File: config.mk
export PLATFORM = sky130hd
export DESIGN_NAME = fetch_unit
export DESIGN_NICKNAME = d
export VERILOG_FILES = /design/src/rtl/fetch_unit.sv
export SDC_FILE = /design/constraint.sdc
export NUM_CORES = 1
export LEC_CHECK = 0
export BUFFER_PORTS_ARGS = -buffer_cell sky130_fd_sc_hd__buf_2
export CELL_PAD_IN_SITES_DETAIL_PLACEMENT = 0
export CELL_PAD_IN_SITES_GLOBAL_PLACEMENT = 1
export CORE_MARGIN = 3
export CORE_UTILIZATION = 32
export CTS_CLUSTER_DIAMETER = 60
export DETAILED_ROUTE_END_ITERATION = 10
export PLACE_DENSITY_LB_ADDON = 0.1
export SKIP_CTS_REPAIR_TIMING = 1
export SLEW_MARGIN = 20
export SYNTH_ARGS = -nofsm -noshare
export SYNTH_HDL_FRONTEND = slang
export SYNTH_SLANG_ARGS = --single-unit
export TNS_END_PERCENT = 20
File: constraint.sdc
create_clock -name clk -period 1.2 [get_ports clk]
set_input_delay 0.24 -clock clk [delete_from_list [all_inputs] [get_ports clk]]
set_output_delay 0.24 -clock clk [all_outputs]
set_load 0.1 [all_outputs]
File: src/rtl/fetch_unit.sv
// Instruction fetch stage: owns the PC, reads the instruction RAM and hands the
// registered instruction to decode. Optional halt detection with `FETCH_HALT_EN.
module fetch_unit #(
   parameter int                    PC_WIDTH     = 8,
   parameter int                    INSN_WIDTH   = 8,
   parameter logic [PC_WIDTH-1:0]   RESET_VECTOR = 8'h00,
   parameter logic [3:0]            HALT_OPCODE  = 4'hF
) (
   input  logic                  clk,
   input  logic                  rst,
   output logic [PC_WIDTH-1:0]   pc,
   input  logic [INSN_WIDTH-1:0] ram_insn,
   input  logic                  stall,
   output logic [INSN_WIDTH-1:0] insn,
   output logic [PC_WIDTH-1:0]   insn_pc,
   output logic                  insn_valid,
   input  logic                  insn_ready,
   input  logic                  branch_taken,
   input  logic [PC_WIDTH-1:0]   branch_target,
   output logic                  halted
);

   localparam logic [1:0] S_ISSUE   = 2'd0;
   localparam logic [1:0] S_CAPTURE = 2'd1;
   localparam logic [1:0] S_VALID   = 2'd2;
`ifdef FETCH_HALT_EN
   localparam logic [1:0] S_HALT    = 2'd3;
`endif

   logic [1:0]            r_state;
   logic [PC_WIDTH-1:0]   r_pc;
   logic [INSN_WIDTH-1:0] r_insn;
   logic [PC_WIDTH-1:0]   r_insnPc;
   logic                  r_insnValid;
   logic                  w_accept;

   assign w_accept = r_insnValid && insn_ready;

`ifdef FETCH_HALT_EN
   logic r_halted;
   logic r_haltPending;

   // Halt is decided at capture time so the accept cycle needs no decode of r_insn.
   always_ff @(posedge clk or negedge rst) begin
      if (!rst) begin
         r_state       <= S_ISSUE;
         r_pc          <= RESET_VECTOR;
         r_insn        <= '0;
         r_insnPc      <= '0;
         r_insnValid   <= 1'b0;
         r_halted      <= 1'b0;
         r_haltPending <= 1'b0;
      end else begin
         case (r_state)
            S_ISSUE: begin
               if (!stall) r_state <= S_CAPTURE;
            end
            S_CAPTURE: begin
               r_insn        <= ram_insn;
               r_insnPc      <= r_pc;
               r_insnValid   <= 1'b1;
               r_pc          <= r_pc + 1'b1;
               r_haltPending <= (ram_insn[INSN_WIDTH-1 -: 4] == HALT_OPCODE);
               r_state       <= S_VALID;
            end
            S_VALID: begin
               if (w_accept) begin
                  r_insnValid <= 1'b0;
                  if (r_haltPending) begin
                     r_halted      <= 1'b1;
                     r_haltPending <= 1'b0;
                     r_state       <= S_HALT;
                  end else begin
                     if (branch_taken) r_pc <= branch_target;
                     r_state <= S_ISSUE;
                  end
               end
            end
            S_HALT: begin
               r_state <= S_HALT;
            end
            default: r_state <= S_ISSUE;
         endcase
      end
   end

   assign halted = r_halted;
`else
   always_ff @(posedge clk or negedge rst) begin
      if (!rst) begin
         r_state     <= S_ISSUE;
         r_pc        <= RESET_VECTOR;
         r_insn      <= '0;
         r_insnPc    <= '0;
         r_insnValid <= 1'b0;
      end else begin
         case (r_state)
            S_ISSUE: begin
               if (!stall) r_state <= S_CAPTURE;
            end
            S_CAPTURE: begin
               r_insn      <= ram_insn;
               r_insnPc    <= r_pc;
               r_insnValid <= 1'b1;
               r_pc        <= r_pc + 1'b1;
               r_state     <= S_VALID;
            end
            S_VALID: begin
               if (w_accept) begin
                  r_insnValid <= 1'b0;
                  if (branch_taken) r_pc <= branch_target;
                  r_state <= S_ISSUE;
               end
            end
            default: r_state <= S_ISSUE;
         endcase
      end
   end

   assign halted = 1'b0;
`endif

   assign pc         = r_pc;
   assign insn       = r_insn;
   assign insn_pc    = r_insnPc;
   assign insn_valid = r_insnValid;

endmodule

==> results of run 1 <==
-- cell families (layout without fill, tap and decap cells) --
group           count (synthesis)  after routing  share of synthesized area (%)
simple gates                   78             78                          29.20
flops                          27             27                          52.73
compound gates                 18             18                          9.765
buf+inv                        10             84                          3.612
mux                             3              3                          2.734
fa+ha+maj                       1              1                         0.9764
other cells                     1              1                         0.2927
xor+xnor                        1              1                         0.6837
-- stage by stage --
step	setup TNS (ns)	std cells	worst slack (ns)	instance area (sq um)	utilization, %
after floorplan	-1.120	139	-0.3323	1318	-
after global placement	-0.4213	254	-0.09801	2173	57.63
after detailed placement	-0.7842	254	-0.1472	2173	57.63
after CTS	-1.926	258	-0.1710	2222	58.93
after global routing	-2.470	261	-0.1885	2352	62.38
final	-1.499	261	-0.1598	2352	62.38
-- worst max-delay path, cell delays in order (launching register included) --
cell and delay, ns:
dfrtp_4 0.52, buf_4 0.17, buf_12 0.16
-- per-layer routing --
layer | global-route usage [%] | share of wire, % | up-vias
met3 | 2.609 | 4.8 | 4
met4 | 3.254 | 0.34 | 0
met5 | 0 | 0 | -
li1 | - | - | 623
met1 | 20.31 | 42 | 603
met2 | 26.27 | 52 | 41
-- layout make-up --
cell class                      instances  area, sq um  area share, %
Tap cell                               48        60.06          2.553
Clock buffer                            3        41.29          1.755
Clock inverter                          1        7.507         0.3191
Timing Repair Buffer                   77        902.1          38.35
Sequential cell                        27        699.4          29.73
Multi-Input combinational cell        102        630.6          26.81
Inverter                                3        11.26         0.4787
-- flip-flops by register name, summed over array words and instances, names as in the netlist --
signal,flops
insn,8
insn_pc,8
insn_valid,1
pc,8
r_state,2
-- final timing paths --
kind / from / endpoint / slack, ns
min in group asynchronous: rst / insn_pc[1] / 0.48
max reg2reg: insn_valid / pc[7] / -0.13
max in group asynchronous: rst / insn_valid / 0.42
min reg2reg: insn_pc[2] / insn_pc[2] / 0.54
min: stall / r_state[0] / 0.1
max: pc[0] / pc[0] / -0.16
-- cell usage in the layout (no fill, tap or decap), drive strengths merged, types with 3 or more instances in the layout --
cell type   n
buf        76
nand2      47
dfrtp      27
nand3       7
a21oi       5
nor2        5
inv         3
nor3        3
o21ai       3
clkbuf      3
nor2b       3
==> flow_summary.yaml, run 1 <==
status:
  outcome: "complete, but fails checks"
  violations: "negative setup slack"
detailed_routing:
  ant_nets: 0
  num_vias: 1271
  via_per_inst: 4.870
  routedWlPerCell_um: 13.67
  wl_um: 3569
  dr.pass1.iters: 4
  drt_iter0_markers: 36
  drcViolationCount: 0
logic_synthesis:
  synth_flop_cell: "dfrtp_1"
  synth_top_area_cell: "dfrtp_1"
  synth.cells.most_frequent: "47 x nand2_1, 27 x dfrtp_1, 7 x nand3_1"
  yosysMostFrequentCell: "nand2_1"
  synthArstFlopShare_pct: 100.0
  synth_seq_cells: 27
  ys_warn_count: 0
  synth.top_cells.by_area: "dfrtp_1 53%, nand2_1 14%, nand3_1 2.7%, a21oi_1 2.0%, nand4b_4 1.9%"
  synth_top_cell_area_share_pct: 52.73
  netlist_area_sq_um: 1281
  synthDistinctLibCells: 35
  netlist_instances: 139
  syn_nets: 161
  ys_seq_area_share_pct: 52.73
  synth-edff-count: 0
  avgSynthCellArea_sq_um: 9.217
die:
  coreArea_sq_um: 3771
  num_rows: 22
  die_h_um: 69.28
  die_area_sq_um: 4799
  die_width_um: 69.28
  ios: 47
  initial_core_util_pct: 33.97
sta:
  hold_viol: 0
  setup_viol: 22
  grt_setup_unrepaired: "true"
  slew_violations: 0
  setup_ws_ns: -0.1598
  fin_skew_ns: 0.003676
  fmax_mhz: 735.4
  holdWs_ns: 0.09895
  min_period_ns: 1.360
  period_share_pct: 113.3
cts:
  clock_path_buffers: 2
  clock_latency_ns: 0.27
  cts_buffers: 3
  htree_levels: 1
  clock_sinks: 27
  cts_tree: "done"
  cts-root-buf: "clkbuf_8"
  clk_pin_slew_ns: 0.10
hold_path:
  hold_path.class: "in -> reg"
  min_path_cells: 2
critical_path:
  r2r_cells: 3
  crit_arrival_ns: 1.12
  cp_data_required_time_ns: 0.96
  worstPathMaxFanout: 4
  worst_setup_path_end_kind: "primary output"
  cp-start-kind: "register"
  crit_type: "reg -> out"
finish:
  finalNetCount: 236
  n_fill_cell: 302
  drive_gt1_share_pct: 49.77
  num_antenna_cells: 0
  syn2layout_area_growth_pct: 83.59
grt:
  antenna_found_initial: 0
  grt_pass1_vias: 1328
  grt_start_max_net_pins: 28
  grt_pass1_wl_um: 6147
  track_usage_pct: 15.34
  grt_overflow_total: 0
flow_run:
  max-cap-violations: 0
placement:
  gp_congestion: 0.9035
  io_buffers: 45
  dp_hpwl_um: 2835
Power of run 1 is not shown: default switching activity piles up to over one toggle a cycle in this logic, so the estimate is an artifact.
==> inputs of run 2 (changes only) <==
CORE_UTILIZATION = 35   (was 32)
clock period = 1.3 ns   (was 1.2 ns; I/O delays follow)
==> run 2 against run 1 <==
  * The run ends with negative hold slack, negative setup slack left
  * Die area is 7.8% lower
  * Critical path depth is 1 higher
  * Utilization is 0.66 points higher
  * Design area is 7.8% lower
  * Via count is 5.6% lower
  * Setup slack better by 0.090 ns
  * Non-clock buffer count is 13 lower
==> flow_summary.yaml, run 2 (synthesized netlist as in run 1, its figures left out) <==
status:
  outcome: "complete, but fails checks"
  violations: "negative hold slack, negative setup slack"
finish:
  n_fill_cell: 288
  drive_gt1_share_pct: 43.00
  syn2layout_area_growth_pct: 69.34
  final_cell_mix: "47 x nand2_1, 25 x buf_12, 20 x buf_2"
  fin_cells: 246
  final_common_cell: "nand2_1"
  num_antenna_cells: 0
  finalNetCount: 223
sta:
  hold_viol: 27
  holdWs_ns: -0.01357
  fin_skew_ns: 0.002073
  period_share_pct: 105.3
  grt_setup_unrepaired: "true"
  min_period_ns: 1.369
  tightest_slew_ns: 0.6016
  setup_viol: 5
  slew_violations: 0
  maxSlewHeadroom_pct: 59.89
  setup_ws_ns: -0.06936
  fmax_mhz: 730.3
detailed_routing:
  drt_iter0_markers: 52
  via_per_inst: 4.878
  drcViolationCount: 0
  num_vias: 1200
  ant_nets: 0
  routedWlPerCell_um: 13.53
  wl_um: 3328
  dr.pass1.iters: 4
critical_path:
  worstPathMaxFanout: 4
  path_cells: "nand4b_4 > mux2_4 > a221o_1"
  crit_family: "flip-flops"
  crit_type: "reg -> reg"
  critPathLaunch: "r_state[0]"
  timing.rr.start: "r_state[0]"
  cp-start-kind: "register"
  cp_data_required_time_ns: 1.46
  cpPeakStageDelay_ns: 0.42
  worst_setup_path_end_kind: "register"
  critPathSlowestCell: "dfrtp_1"
  path_buf_inv: 0
  crit_arrival_ns: 1.53
placement:
  dp_cells: 240
  io_buffers: 45
  gp_congestion: 0.8417
  dp_hpwl_um: 2585
grt:
  grt_overflow_total: 0
  antenna_found_initial: 0
  grt_start_max_net_pins: 28
  grt_pass1_vias: 1212
  track_usage_pct: 16.66
  grt_pass1_wl_um: 5671
die:
  die_area_sq_um: 4423
  ios: 47
  die_width_um: 66.51
  die_h_um: 66.51
  coreArea_sq_um: 3442
  initial_core_util_pct: 37.22
  num_rows: 21
cts:
  cts-root-buf: "clkbuf_8"
  htree_levels: 1
  clk_pin_slew_ns: 0.09
  clock_path_buffers: 2
  cts_buffers: 3
  cts_tree: "done"
  clock_sinks: 27
  clock_latency_ns: 0.27
hold_path:
  hold_path.class: "in -> async"
flow_run:
  max-cap-violations: 0
-- run 2: changes by cell type in the layout (fill, tap and decap cells not counted), sizes merged --
cell	delta
buf	-12
dlygate4sd3	-1
clkbuf	+1
clkinvlp	-1
-- run 2: layout make-up --
class                           count  area, sq um  area share (%)
Sequential cell                    27        695.7           32.06
Inverter                            3        11.26          0.5190
Multi-Input combinational cell    102        605.6           27.91
Tap cell                           46        57.56           2.653
Timing Repair Buffer               64        754.5           34.78
Clock buffer                        4        45.04           2.076
-- run 2: through the flow --
step,util [%],cell area (sq um),hold WS (ns),setup WS [ns],setup TNS (ns)
6_report,63.03,2170,-0.01357,-0.06936,-0.1947
5_1_grt,63.03,2170,0.02671,-0.1042,-0.4602
4_1_cts,61.25,2108,0.007920,-0.1153,-0.4567
3_5_place_dp,59.94,2063,0.3071,-0.09269,-0.1665
3_3_place_gp,59.94,2063,0.3022,-0.01871,-0.01871
2_1_floorplan,-,1313,-0.03559,-0.2323,-0.6304
-- run 2: worst paths after layout --
| path | to | slack [ns] | cells after the start |
|---|---|---|---|
| max in group asynchronous | insn_valid | 0.86 | 1 |
| max reg2reg | pc[7] | -0.07 | 3 |
| max | pc[7] | -0.07 | 3 |
| min in group clk | r_state[0] | 0.13 | 2 |
| min | insn_pc[4] | -0.01 | 1 |
| min reg2reg | insn[7] | 0.54 | 2 |
-- run 2: worst register-to-register path: cells and delay by family (launching register included) --
family          cells  cell delay (ns)
flops               1             0.42
compound gates      1             0.34
mux                 1             0.31
simple gates        1             0.20
-- run 2: metal layers --
metal	vias to the layer above	global-route usage, %	share of wire [%]
li1	598	-	-
met1	559	22.95	46
met2	39	26.52	48
met3	4	3.373	5.3
met4	0	4.569	1.0
met5	-	0	0
Power of run 2 is left out for the same reason.
==> inputs of run 3 (changes only) <==
PLACE_DENSITY = 0.82   (was default)
PLACE_DENSITY_LB_ADDON = default   (was 0.1)
==> run 3 against run 2 <==
  * The flow finishes with violations (negative setup slack)
  * Critical path depth unchanged
  * First-iteration DRC count increased by 1.9%
  * Worst hold slack improved by 0.13 ns
  * Clock skew increased by 0.0014 ns
  * Via count increased by 5.1%
  * Non-clock buffer count unchanged
  * Utilization decreased by 0.073 points
  * Final cell count unchanged
  * Global-route usage increased by 0.97 points
  * Setup slack got worse by 0.018 ns
  * Wire length increased by 12%
==> flow_summary.yaml, run 3 (synthesized netlist as in run 1, its figures left out) <==
detailed_routing:
  via_per_inst: 5.126
  num_vias: 1261
  drt_iter0_markers: 53
  wl_um: 3728
  dr.pass1.iters: 4
  drcViolationCount: 0
  routedWlPerCell_um: 15.15
  ant_nets: 0
cts:
  clk_pin_slew_ns: 0.09
  clock_sinks: 27
  cts-root-buf: "clkbuf_8"
  cts_buffers: 3
  cts_tree: "done"
  clock_path_buffers: 2
  clock_latency_ns: 0.28
  htree_levels: 1
critical_path:
  crit_end: "pc[7]"
  crit_arrival_ns: 1.60
  cpPeakStageDelay_ns: 0.51
  cp-start-kind: "register"
  path_buf_inv: 0
  cp_data_required_time_ns: 1.52
  r2r_cells: 3
  critPathSlowestCell: "dfrtp_4"
  crit_type: "reg -> reg"
  r2r_slack_ns: -0.09
  crit_family: "compound AO/OA/AOI/OAI gates"
  worstPathMaxFanout: 4
  critPathLaunch: "pc[0]"
  crit_cells: 3
  worst_setup_path_end_kind: "register"
  path_cells: "and3_1 > a311oi_1 > a221o_1"
  regToRegEndpoint: "pc[7]"
  timing.rr.start: "pc[0]"
die:
  initial_core_util_pct: 37.22
  num_rows: 21
  coreArea_sq_um: 3442
  ios: 47
  die_width_um: 66.51
  die_area_sq_um: 4423
  die_h_um: 66.51
finish:
  utilization_pct: 62.96
  syn2layout_area_growth_pct: 69.14
  drive_gt1_share_pct: 43.00
  n_fill_cell: 275
  final_cell_mix: "47 x nand2_1, 25 x buf_12, 20 x buf_2"
  num_antenna_cells: 0
  finalNetCount: 223
  fin_area_sq_um: 2167
  final_common_cell: "nand2_1"
placement:
  dp_hpwl_um: 2889
  gp_congestion: 0.8418
  io_buffers: 45
  place_area_sq_um: 2071
status:
  outcome: "complete, but fails checks"
  violations: "negative setup slack"
sta:
  setup_ws_ns: -0.08703
  hold_viol: 0
  grt_setup_unrepaired: "true"
  fin_skew_ns: 0.003480
  setup_viol: 6
  holdWs_ns: 0.1203
  slew_violations: 0
  fmax_mhz: 721.0
  min_period_ns: 1.387
  period_share_pct: 106.7
hold_path:
  hold_path.class: "in -> reg"
grt:
  track_usage_pct: 17.63
  grt_pass1_vias: 1242
  grt_start_max_net_pins: 16
  grt_overflow_total: 0
  grt_pass1_wl_um: 5837
  antenna_found_initial: 0
flow_run:
  max-cap-violations: 0
[run 3: worst min path at each step]
stage                     start  cells after the start  slack [ns]          to
after floorplan             rst                      0       -0.04     insn[0]
after global placement      rst                      1        0.16  insn_pc[0]
after detailed placement    rst                      1        0.17  insn_pc[1]
after CTS                   rst                      1       -0.13  insn_valid
after global routing      stall                      2        0.13  r_state[0]
final                     stall                      2        0.12  r_state[0]
[run 3: layer usage]
| metal | global-route usage (%) | up-vias | wire, um |
|---|---|---|---|
| met5 | 0 | - | 0 |
| met4 | 5.838 | 0 | 78 |
| li1 | - | 595 | - |
| met3 | 4.047 | 8 | 169 |
| met1 | 21.69 | 618 | 1532 |
| met2 | 30.24 | 40 | 1947 |
[run 3: worst reg2reg max path, cell delays in order (launching register included)]
cell	delay, ns
dfrtp_4	0.51
and3_1	0.25
a311oi_1	0.38
a221o_1	0.18
[run 3: layout make-up]
| type | instances | area [sq um] | share of cell area (%) |
|---|---|---|---|
| inverter | 3 | 11.26 | 0.5196 |
| tap | 46 | 57.56 | 2.656 |
| sequential | 27 | 695.7 | 32.10 |
| timing repair buffer | 64 | 757.0 | 34.93 |
| multi-input combinational | 102 | 599.3 | 27.66 |
| clock buffer | 3 | 41.29 | 1.905 |
| clock inverter | 1 | 5.005 | 0.2309 |
[run 3: per-stage QoR]
step | instances | setup TNS [ns] | worst slack, ns
2_1_floorplan | 139 | -0.6304 | -0.2323
3_3_place_gp | 241 | 0 | 0.01859
3_5_place_dp | 241 | -0.3270 | -0.1189
4_1_cts | 245 | -1.212 | -0.1619
5_1_grt | 246 | -0.5620 | -0.1010
6_report | 246 | -0.3161 | -0.08703
Power of run 3 is left out for the same reason.
